`src/rtl/iter_divider.sv`:
```
// Multi-cycle radix-2 restoring divider for RV32M DIV/DIVU/REM/REMU.
// One quotient bit per CALC cycle, sign fix-up in FIX, result held in DONE.
module iter_divider #(
  parameter int unsigned XLEN = 32
) (
  input  logic            clk,
  input  logic            rst_n,
  input  logic            flush,
  input  logic            in_valid,
  output logic            in_ready,
  input  logic [1:0]      in_op,
  input  logic [XLEN-1:0] in_a,
  input  logic [XLEN-1:0] in_b,
  output logic            out_valid,
  input  logic            out_ready,
  output logic [XLEN-1:0] out_result,
  output logic            busy
);

  localparam int unsigned CNT_W = $clog2(XLEN) + 1;

  typedef enum logic [1:0] {StIdle, StCalc, StFix, StDone} state_t;

  state_t            state;
  logic [CNT_W-1:0]  cnt;
  logic [XLEN-1:0]   rem;
  logic [XLEN-1:0]   quo;
  logic [XLEN-1:0]   divisor;
  logic [XLEN-1:0]   result;
  logic [1:0]        op;
  logic              sign_a;
  logic              sign_b;

  logic              accept;
  logic              is_signed;
  logic              a_neg;
  logic              b_neg;
  logic [XLEN-1:0]   abs_a;
  logic [XLEN-1:0]   abs_b;
  logic              div_zero;
  logic              overflow;
  logic [XLEN-1:0]   special_res;
  logic [XLEN:0]     rem_sh;
  logic [XLEN:0]     diff;
  logic [XLEN-1:0]   quo_fix;
  logic [XLEN-1:0]   rem_fix;

  assign accept    = in_valid & (state == StIdle);
  assign is_signed = ~in_op[0];
  assign a_neg     = is_signed & in_a[XLEN-1];
  assign b_neg     = is_signed & in_b[XLEN-1];
  assign abs_a     = a_neg ? (~in_a + 1'b1) : in_a;
  assign abs_b     = b_neg ? (~in_b + 1'b1) : in_b;
  assign div_zero  = (in_b == '0);
  assign overflow  = is_signed & (in_a == {1'b1, {(XLEN-1){1'b0}}}) & (&in_b);

  // Divide-by-zero and signed overflow bypass the iteration entirely.
  always_comb begin
    special_res = '0;
    if (div_zero) begin
      special_res = in_op[1] ? in_a : '1;
    end else begin
      special_res = in_op[1] ? '0 : in_a;
    end
  end

  // Trial subtraction at XLEN+1 bits; diff MSB set means the subtraction underflowed.
  assign rem_sh  = {rem, quo[XLEN-1]};
  assign diff    = rem_sh - {1'b0, divisor};
  assign quo_fix = (sign_a ^ sign_b) ? (~quo + 1'b1) : quo;
  assign rem_fix = sign_a ? (~rem + 1'b1) : rem;

  always_ff @(posedge clk) begin
    if (!rst_n) begin
      state   <= StIdle;
      cnt     <= '0;
      rem     <= '0;
      quo     <= '0;
      divisor <= '0;
      result  <= '0;
      op      <= '0;
      sign_a  <= 1'b0;
      sign_b  <= 1'b0;
    end else if (flush) begin
      state <= StIdle;
    end else begin
      unique case (state)
        StIdle: begin
          if (accept) begin
            op      <= in_op;
            sign_a  <= a_neg;
            sign_b  <= b_neg;
            rem     <= '0;
            quo     <= abs_a;
            divisor <= abs_b;
            cnt     <= CNT_W'(XLEN);
            if (div_zero || overflow) begin
              result <= special_res;
              state  <= StDone;
            end else begin
              state <= StCalc;
            end
          end
        end
        StCalc: begin
          if (!diff[XLEN]) begin
            rem <= diff[XLEN-1:0];
          end else begin
            rem <= rem_sh[XLEN-1:0];
          end
          quo <= {quo[XLEN-2:0], ~diff[XLEN]};
          cnt <= cnt - 1'b1;
          if (cnt == CNT_W'(1)) begin
            state <= StFix;
          end
        end
        StFix: begin
          result <= op[1] ? rem_fix : quo_fix;
          state  <= StDone;
        end
        StDone: begin
          if (out_ready) begin
            state <= StIdle;
          end
        end
        default: state <= StIdle;
      endcase
    end
  end

  assign in_ready   = (state == StIdle);
  assign out_valid  = (state == StDone);
  assign busy       = (state != StIdle);
  assign out_result = result;

endmodule

```
`config.mk`:
```
export PLATFORM = sky130hd
export DESIGN_NAME = iter_divider
export DESIGN_NICKNAME = d
export VERILOG_FILES = /design/src/rtl/iter_divider.sv
export SDC_FILE = /design/constraint.sdc
export NUM_CORES = 1
export LEC_CHECK = 0
export ABC_AREA = 1
export CAP_MARGIN = 20
export CORE_MARGIN = 1.5
export CORE_UTILIZATION = 30
export DETAILED_ROUTE_END_ITERATION = 8
export PLACE_DENSITY = 0.57
export SLEW_MARGIN = 0
export SYNTH_ARGS = -nofsm -noshare
export SYNTH_HDL_FRONTEND = slang
export SYNTH_SLANG_ARGS = --single-unit
```
`constraint.sdc`:
```
create_clock -name clk -period 3.34 [get_ports clk]
set_input_delay 0.501 -clock clk [delete_from_list [all_inputs] [get_ports clk]]
set_output_delay 0.501 -clock clk [all_outputs]
set_load 0.01 [all_outputs]
```
Word level (Yosys, flattened, before mapping). Index checks and enable logic that the tools add are counted.

Add/subtract/negate cells: 6. Eq/ne operators: 9. Muxes and demuxes: 23. Bitwise logic cells: 14. Reductions and logical operators: 12.

Operators by type and width (count): 32-bit 2-to-1 mux (13); 32-bit one-hot mux with 2 select lines (3); 32-bit by 1-bit adder with 32-bit output (second input constant) (4); 32-bit NOT (4); 33-bit by 32-bit subtractor with 33-bit output (1); 32-bit == test (second input constant) (1); 32-bit logical NOT (1); 32-bit AND reduction (1); 6-bit one-hot mux with 2 select lines (1); 3-bit AND reduction (3); 2-bit 2-to-1 mux (4); 2-bit one-hot mux with 4 select lines (1); 6-bit by 1-bit == test with 1-bit output (second input constant) (1); 6-bit 2-to-1 mux (1); 2-bit by 1-bit != test with 1-bit output (second input constant) (3); 2-bit nonzero test (3); 6-bit by 1-bit subtractor with 6-bit output (second input constant) (1); 1-bit AND (5); 2-bit == test (second input constant) (2); 1-bit NOT (4); 4-bit AND reduction (1); 2-bit by 1-bit == test with 1-bit output (second input constant) (1); 2-bit logical NOT (1); 2-bit != test (second input constant) (1); 3 further kinds (3).

Flip-flop bits (word level): 140. Input bits: 71. Output and inout bits: 35. Logic and storage cells: 73.

Depth between registers and ports, before layout. Gate-level depths: netlist of run 1.

Depth after elaboration: 7. Mapped depth: 18.

Worst setup path before layout of run 1. No wires, ideal clock.

Path type: register to register. Start point: reg quo[31]. End point: reg rem[1]. Setup time: 132 ps. Arrival time: 2111 ps. Data required time: 3208 ps. Path slack: 1097 ps. Stages on the path, launching flop included: 19. Buffers on the path: 1. Period minus slack after synthesis: 2243 ps. Cell sequence: dfxtp_1 -> inv_1 -> ha_1 -> fa_1 -> inv_1 -> nand2_1 -> nand2_1 -> nand3_1 -> nand2_1 -> nand2_1 -> nand2_2 -> nand2_2 -> nand2_2 -> nand2_1 -> nand2_2 -> buf_6 -> nand2_1 -> nand3_1 -> a21oi_1.

Cells in the longest elaborated chain, start to end: 3.

RTL lines: start, declared (line 27) `logic [XLEN-1:0] quo;`; start signal, assigned (line 94) `quo <= abs_a;`; start signal, assigned (line 111) `quo <= {quo[XLEN-2:0], ~diff[XLEN]};`; 33-bit by 32-bit subtractor with 33-bit output (line 69) `assign diff = rem_sh - {1'b0, divisor};`; 32-bit 2-to-1 mux (line 106) `if (!diff[XLEN]) begin`; 32-bit one-hot mux with 2 select lines (line 87) `unique case (state)`; end signal, assigned (line 107) `rem <= diff[XLEN-1:0];`; end signal, assigned (line 109) `rem <= rem_sh[XLEN-1:0];`; end, declared (line 26) `logic [XLEN-1:0] rem;`.

No other way between the ends. A chain may end at the register's enable or synchronous reset.

Worst setup path in the final report of run 1.
Start point: in in_a[0]. End point: reg result[1], in the netlist out_result[1].

Cells in the longest elaborated chain, start to end: 6.

RTL lines: start, declared (line 12) `input logic [XLEN-1:0] in_a,`; 32-bit == test (line 55) `assign overflow = is_signed & (in_a == {1'b1, {(XLEN-1){1'b0}}}) & (&in_b);`; 1-bit AND (2 in series) (line 55); 1-bit logical OR (line 97) `if (div_zero || overflow) begin`; 2-bit by 1-bit != test with 1-bit output (no line); 4-bit AND reduction (no line); end signal, assigned (line 98) `result <= special_res;`; end signal, assigned (line 118) `result <= op[1] ? rem_fix : quo_fix;`; end, declared (line 29) `logic [XLEN-1:0] result;`.

No other way between the ends.

==> results of run 1 <==
## power breakdown
group          internal, mW  leakage, nW  switching, mW  total [mW]
Clock                  1.31        0.307          0.831        2.14
Sequential             1.76         1.13         0.0867        1.85
Combinational         0.605         5.98           1.22        1.82
Total                  3.68         7.42           2.14        5.81
## worst max-delay path, stage by stage
cell and delay (ns):
clkdlybuf4s50_1 0.43, inv_1 0.15, ha_1 0.16, inv_1 0.04, nor2_1 0.14, nand3_1 0.14, nor2_2 0.25, nand4_2 0.17
nor2_2 0.17, nand2_1 0.09, nand3_2 0.12, nand2_4 0.20, inv_6 0.32, nand2_1 0.10, a21oi_1 0.14, nor2_1 0.05
## sequential cells by signal, summed over array words and instances, names as in the netlist
| register | cells |
|---|---|
| sign_b | 1 |
| state | 2 |
| cnt | 6 |
| sign_a | 1 |
| divisor | 32 |
| op | 1 |
| rem | 32 |
| out_result | 32 |
| quo | 32 |
## cell type report
| type | count | area [sq um] | share of cell area [%] |
|---|---|---|---|
| Multi-Input combinational cell | 1754 | 8530 | 55.8 |
| Sequential cell | 139 | 2780 | 18.2 |
| Inverter | 347 | 1310 | 8.55 |
| Tap cell | 585 | 732 | 4.78 |
| Clock inverter | 10 | 163 | 1.06 |
| Clock buffer | 22 | 474 | 3.10 |
| Timing Repair Buffer | 137 | 1310 | 8.57 |
## worst min-delay path by stage
stage	from	to	slack (ns)	cells past startpoint
2_1_floorplan	sign_b$_SDFFE_PN0P_	sign_b$_SDFFE_PN0P_	0.44	2
3_3_place_gp	sign_b$_SDFFE_PN0P_	sign_b$_SDFFE_PN0P_	0.46	2
3_5_place_dp	divisor[31]$_SDFFE_PN0P_	divisor[31]$_SDFFE_PN0P_	0.47	2
4_1_cts	rst_n	divisor[4]$_SDFFE_PN0P_	0.44	3
5_1_grt	rst_n	divisor[6]$_SDFFE_PN0P_	0.47	3
6_report	rst_n	divisor[4]$_SDFFE_PN0P_	0.46	3
## kinds of logic after synthesis
| logic type | Yosys count | synth area share (%) |
|---|---|---|
| XOR/XNOR | 46 | 3.08 |
| adder cells (fa/ha/maj) | 47 | 4.50 |
| flip-flops | 139 | 21.3 |
| AND/OR/NAND/NOR | 1208 | 39.4 |
| AO/OA/AOI/OAI | 453 | 18.3 |
| buffers and inverters | 439 | 13.4 |
## through the flow
stage / power [mW] / area [sq um] / utilization, % / hold slack (ns) / setup WS, ns
6_report: 5.81 / 15300 / 35.5 / 0.461 / 0.454
5_1_grt: 6.12 / 15300 / 35.5 / 0.467 / 0.218
4_1_cts: 5.81 / 15300 / 35.5 / 0.440 / 0.522
3_5_place_dp: 3.68 / 14700 / 34.0 / 0.469 / 0.0548
3_3_place_gp: 3.67 / 14700 / 34.0 / 0.459 / 0.129
2_1_floorplan: 3.05 / 13100 / - / 0.444 / 1.10
## metal layers
metal / global-route usage [%] / part of all wire, % / wire length, um
met1: 32.3 / 47 / 24400
met2: 37.5 / 45 / 23600
met3: 2.49 / 5.0 / 2600
met4: 8.57 / 2.8 / 1470
met5: 0 / 0 / 0
## synthesized netlist by cell type, drive strengths merged (4+ instances only)
master	n
nor3	26
nor2	229
or2	8
o22ai	6
nand3b	10
nand2	663
clkbuf	62
buf	30
o21ai	212
inv	346
nand4	31
nand3	234
xor2	28
ha	43
o21bai	5
a21oi	194
o211ai	22
a31oi	4
xnor2	18
dfxtp	139
==> results.py, run 1 <==
metrics = {
    "status": {
        "status": "finished, final reports clean",
    },
    "logic_synthesis": {
        "ys_warn_count": 0,
        "synth_seq_cells": 139,
        "yosysUniqueCellTypes": 51,
        "yosys-top-cells-area": "dfxtp_1 (21%), nand2_1 (19%), inv_1 (9.8%), nand3_1 (8.8%), o21ai_0 (7.5%)",
        "avgSynthCellArea_sq_um": 5.60,
        "syn_nets": 2447,
        "syn_area_sq_um": 13100,
        "synth-main-ff-cell": "dfxtp_1",
        "synth_area_leader_cell": "dfxtp_1",
        "yosysSeqAreaShare_pct": 21.3,
        "netlist.area_leader.share_pct": 21.3,
        "syn_inst": 2332,
        "synth_edf_count": 0,
        "async_flop_share_pct": 0,
    },
    "global_route": {
        "grt_pass1_wl_um": 80900,
        "antenna_found_initial": 1,
        "grtUsageTotal_pct": 23.4,
        "overflow": 0,
        "grt_pass1_vias": 14000,
        "grt_max_degree": 43,
    },
    "drt": {
        "first_pass_iters": 6,
        "drtIter0Drc": 1532,
        "drt_wl_total_um": 52000,
        "drc": 0,
        "ant_nets": 0,
        "routedWlPerCell_um": 17.4,
        "route.detailed.vias_per_inst": 5.08,
        "via_count": 15200,
    },
    "worst_setup_path": {
        "end_kind": "flop",
        "path_max_fanout": 42,
        "arrival_ns": 3.23,
        "required_ns": 3.69,
        "start_kind": "input pin",
        "reg2reg_from": "sign_a$_SDFFE_PN0P_",
        "crit_type": "input pin to flop",
        "r2r-end": "out_result[19]$_SDFFE_PN0P_",
        "rrSetupSlack_ns": 0.52,
        "reg2reg_depth": 12,
        "endpoint": "out_result[1]$_SDFFE_PN0P_",
        "cp-startpoint": "in_a[0]",
    },
    "pwr": {
        "power.leakage_nw": 7.42,
        "power_density_nw_per_um2": 380,
        "irDropWorstVdd_v": 0.000352,
    },
    "timing": {
        "finalSetupViolCount": 0,
        "fin_worst_skew_ns": 0.0136,
        "hold_viol_final": 0,
        "fmax_ghz": 0.347,
        "worst_pin_slew_ns": 0.826,
        "fin_crit_ns": 2.89,
        "finalCritPeriodShare_pct": 86.4,
        "relSlewSlack_pct": 44.8,
        "slew_viol_final": 0,
        "tns_ns": 0,
        "rsz0062_at_grt": "no",
    },
    "clock_network": {
        "numCtsBuffers": 17,
        "ctsHoldBuffers": 0,
        "clk_path_buf_depth": 2,
        "cts_tree": "built",
        "root_buffer": "clkbuf_16",
        "postCtsSetupBuffers": 0,
        "ctsHtreeMaxLevel": 4,
        "cts.clk_slew.worst_paths_ns": 0.06,
        "numClockSinks": 139,
        "clock_latency_ns": 0.46,
        "post_cts_resized": 0,
    },
    "layout": {
        "nets": 2511,
        "final_cell_mix": "nand2_1 (653), inv_1 (339), nand3_1 (230)",
        "area_growth_pct": 17.1,
        "finalNonFillerCells": 2994,
        "antenna_cells": 0,
        "final_common_cell": "nand2_1",
        "drive_above_1_share_pct": 4.61,
        "final.fill_count": 4800,
    },
    "placement": {
        "port_buffers": 105,
        "dp_cells": 2962,
        "gp_congestion": 0.919,
        "hpwl_um": 41300,
    },
    "floorplan": {
        "die_x_um": 212,
        "rows": 76,
        "ioPinCount": 106,
        "core_sq_um": 43100,
        "start_util_pct": 30.3,
        "die-area_sq_um": 44800,
        "chipHeight_um": 212,
    },
    "worst_hold_path": {
        "hold_class": "input pin to flop",
    },
    "run": {
        "drv_cap": 0,
    },
}
(Power assumes the default switching activity.)
==> run 2: changes to the inputs <==
Settings changed: CAP_MARGIN 20 to 40.
Clock period 3.34 ns to 2.7 ns, I/O delays scaled along.
==> results.py, run 2 (synthesized netlist as in run 1, its figures left out) <==
metrics = {
    "timing": {
        "rsz0062_at_grt": "no",
        "fmax_ghz": 0.402,
        "worst_hold_slack_ns": 0.342,
        "fin_worst_skew_ns": 0.0107,
        "slew_viol_final": 0,
        "worst_pin_slew_ns": 0.717,
        "fin_crit_ns": 2.49,
        "relSlewSlack_pct": 52.1,
        "finalCritPeriodShare_pct": 92.1,
        "hold_viol_final": 0,
        "finalSetupViolCount": 0,
    },
    "layout": {
        "regArea_sq_um": 2780,
        "antenna_cells": 0,
        "final.fill_count": 4777,
        "final_common_cell": "nand2_1",
        "area_growth_pct": 20.5,
        "drive_above_1_share_pct": 6.75,
        "nets": 2563,
        "fin_area_sq_um": 15700,
        "fin_util_pct": 36.6,
        "multiInputGateArea_sq_um": 8550,
        "final_cell_mix": "nand2_1 (653), inv_1 (338), nand3_1 (230)",
    },
    "drt": {
        "wl_met2_um": 23100,
        "routedWlPerCell_um": 16.8,
        "via_count": 15300,
        "wl_met3_um": 2490,
        "wl_met1_um": 24200,
        "drt_wl_total_um": 51200,
        "first_pass_iters": 7,
        "drc": 0,
        "route.detailed.vias_per_inst": 5.03,
        "drtIter0Drc": 1349,
        "ant_nets": 0,
        "routed.top_layer": "met4",
    },
    "clock_network": {
        "clk_path_buf_depth": 2,
        "cts.clk_slew.worst_paths_ns": 0.06,
        "cts_tree": "built",
        "postCtsSetupBuffers": 0,
        "clock_latency_ns": 0.46,
        "root_buffer": "clkbuf_16",
        "ctsHtreeMaxLevel": 4,
        "numCtsBuffers": 17,
        "numClockSinks": 139,
    },
    "placement": {
        "gp_congestion": 0.979,
        "port_buffers": 105,
        "dpl_cell_area_sq_um": 15100,
        "hpwl_um": 41200,
    },
    "worst_setup_path": {
        "reg2reg_depth": 18,
        "crit_type": "flop to flop",
        "rrSetupSlack_ns": 0.21,
        "reg2reg_from": "quo[31]$_SDFFE_PN0P_",
        "required_ns": 3.09,
        "r2r-end": "rem[8]$_SDFFE_PN0P_",
        "arrival_ns": 2.88,
        "path_max_fanout": 25,
        "start_kind": "flop",
        "end_kind": "flop",
    },
    "worst_hold_path": {
        "hold_class": "input pin to flop",
        "worst_hold_path.num_cells": 3,
        "min_to": "divisor[7]$_SDFFE_PN0P_",
        "min_from": "rst_n",
    },
    "pwr": {
        "power.leakage_nw": 7.67,
        "power_density_nw_per_um2": 448,
        "irDropWorstVdd_v": 0.000449,
    },
    "floorplan": {
        "die_x_um": 212,
        "chipHeight_um": 212,
        "start_util_pct": 30.3,
        "core_sq_um": 43100,
        "ioPinCount": 106,
        "die-area_sq_um": 44800,
        "rows": 76,
    },
    "run": {
        "drv_cap": 0,
    },
    "global_route": {
        "overflow": 0,
        "antenna_found_initial": 1,
        "grt_pass1_vias": 14100,
        "grt_max_degree": 46,
        "grt_pass1_wl_um": 79100,
        "grtUsageTotal_pct": 22.9,
    },
    "status": {
        "status": "finished, final reports clean",
    },
}
[run 2: cell count changes in the layout (fill, tap and decap cells not counted), sizes merged]
cell    previous run  this run
buf               33        85
bufinv             4         3
clkbuf            22        24
clkinv             4         3
inv              347       346
[run 2: critical path, cell delays in order, from the launching register on]
cell,delay (ns)
dfxtp_1,0.35
inv_2,0.09
ha_1,0.24
fa_2,0.36
inv_1,0.08
nand2_1,0.05
nand2_1,0.07
nand3_1,0.07
nand2_1,0.10
nand2_1,0.07
nand2_2,0.10
nand2_2,0.09
buf_4,0.14
nand3_2,0.05
nand2_2,0.07
buf_12,0.16
nand2_1,0.07
nand3_1,0.09
a21oi_2,0.14
[run 2: layout make-up]
cell class	count	area share, %
flip-flops and latches	139	17.7
clock buffers	24	3.00
clock inverters	7	0.731
well taps	585	4.65
inverters	347	8.30
multi-input cells	1754	54.3
repair buffers	189	11.4
[run 2: report_power, final]
part / switching [mW] / internal (mW)
sequential: 0.113 / 2.18
clock: 0.974 / 1.49
combinational: 1.50 / 0.798
total: 2.58 / 4.47
[run 2: through the flow]
step | TNS, ns | setup WS (ns) | cells | power, mW
2_1_floorplan | 0 | 0.457 | 2332 | 3.78
3_3_place_gp | -0.161 | -0.0236 | 3014 | 4.58
3_5_place_dp | -0.734 | -0.0865 | 3014 | 4.59
4_1_cts | 0 | 0.109 | 3045 | 7.06
5_1_grt | 0 | 0.000723 | 3045 | 7.43
6_report | 0 | 0.212 | 3045 | 7.05
[run 2: per-layer routing]
metal	vias to the layer above	track usage (%)
met5	-	0
met4	0	8.52
met3	72	2.48
met2	448	36.7
met1	7072	31.5
li1	7733	-
[run 2: repair_timing]
item,in CTS,in global routing
setup endpoints to repair,0,32
hold buffers,0,0
resized for setup,0,7
[run 2: worst max-delay path by stage]
stage | from | slack [ns] | cells after the start | end
after floorplan | quo[31]$_SDFFE_PN0P_ | 0.46 | 18 | rem[1]$_SDFFE_PN0P_
after global placement | in_b[3] | -0.02 | 15 | out_result[1]$_SDFFE_PN0P_
after detailed placement | in_a[0] | -0.09 | 16 | out_result[1]$_SDFFE_PN0P_
after CTS | quo[31]$_SDFFE_PN0P_ | 0.11 | 18 | rem[8]$_SDFFE_PN0P_
after global routing | divisor[6]$_SDFFE_PN0P_ | 0.0007 | 16 | rem[8]$_SDFFE_PN0P_
final | quo[31]$_SDFFE_PN0P_ | 0.21 | 18 | rem[8]$_SDFFE_PN0P_
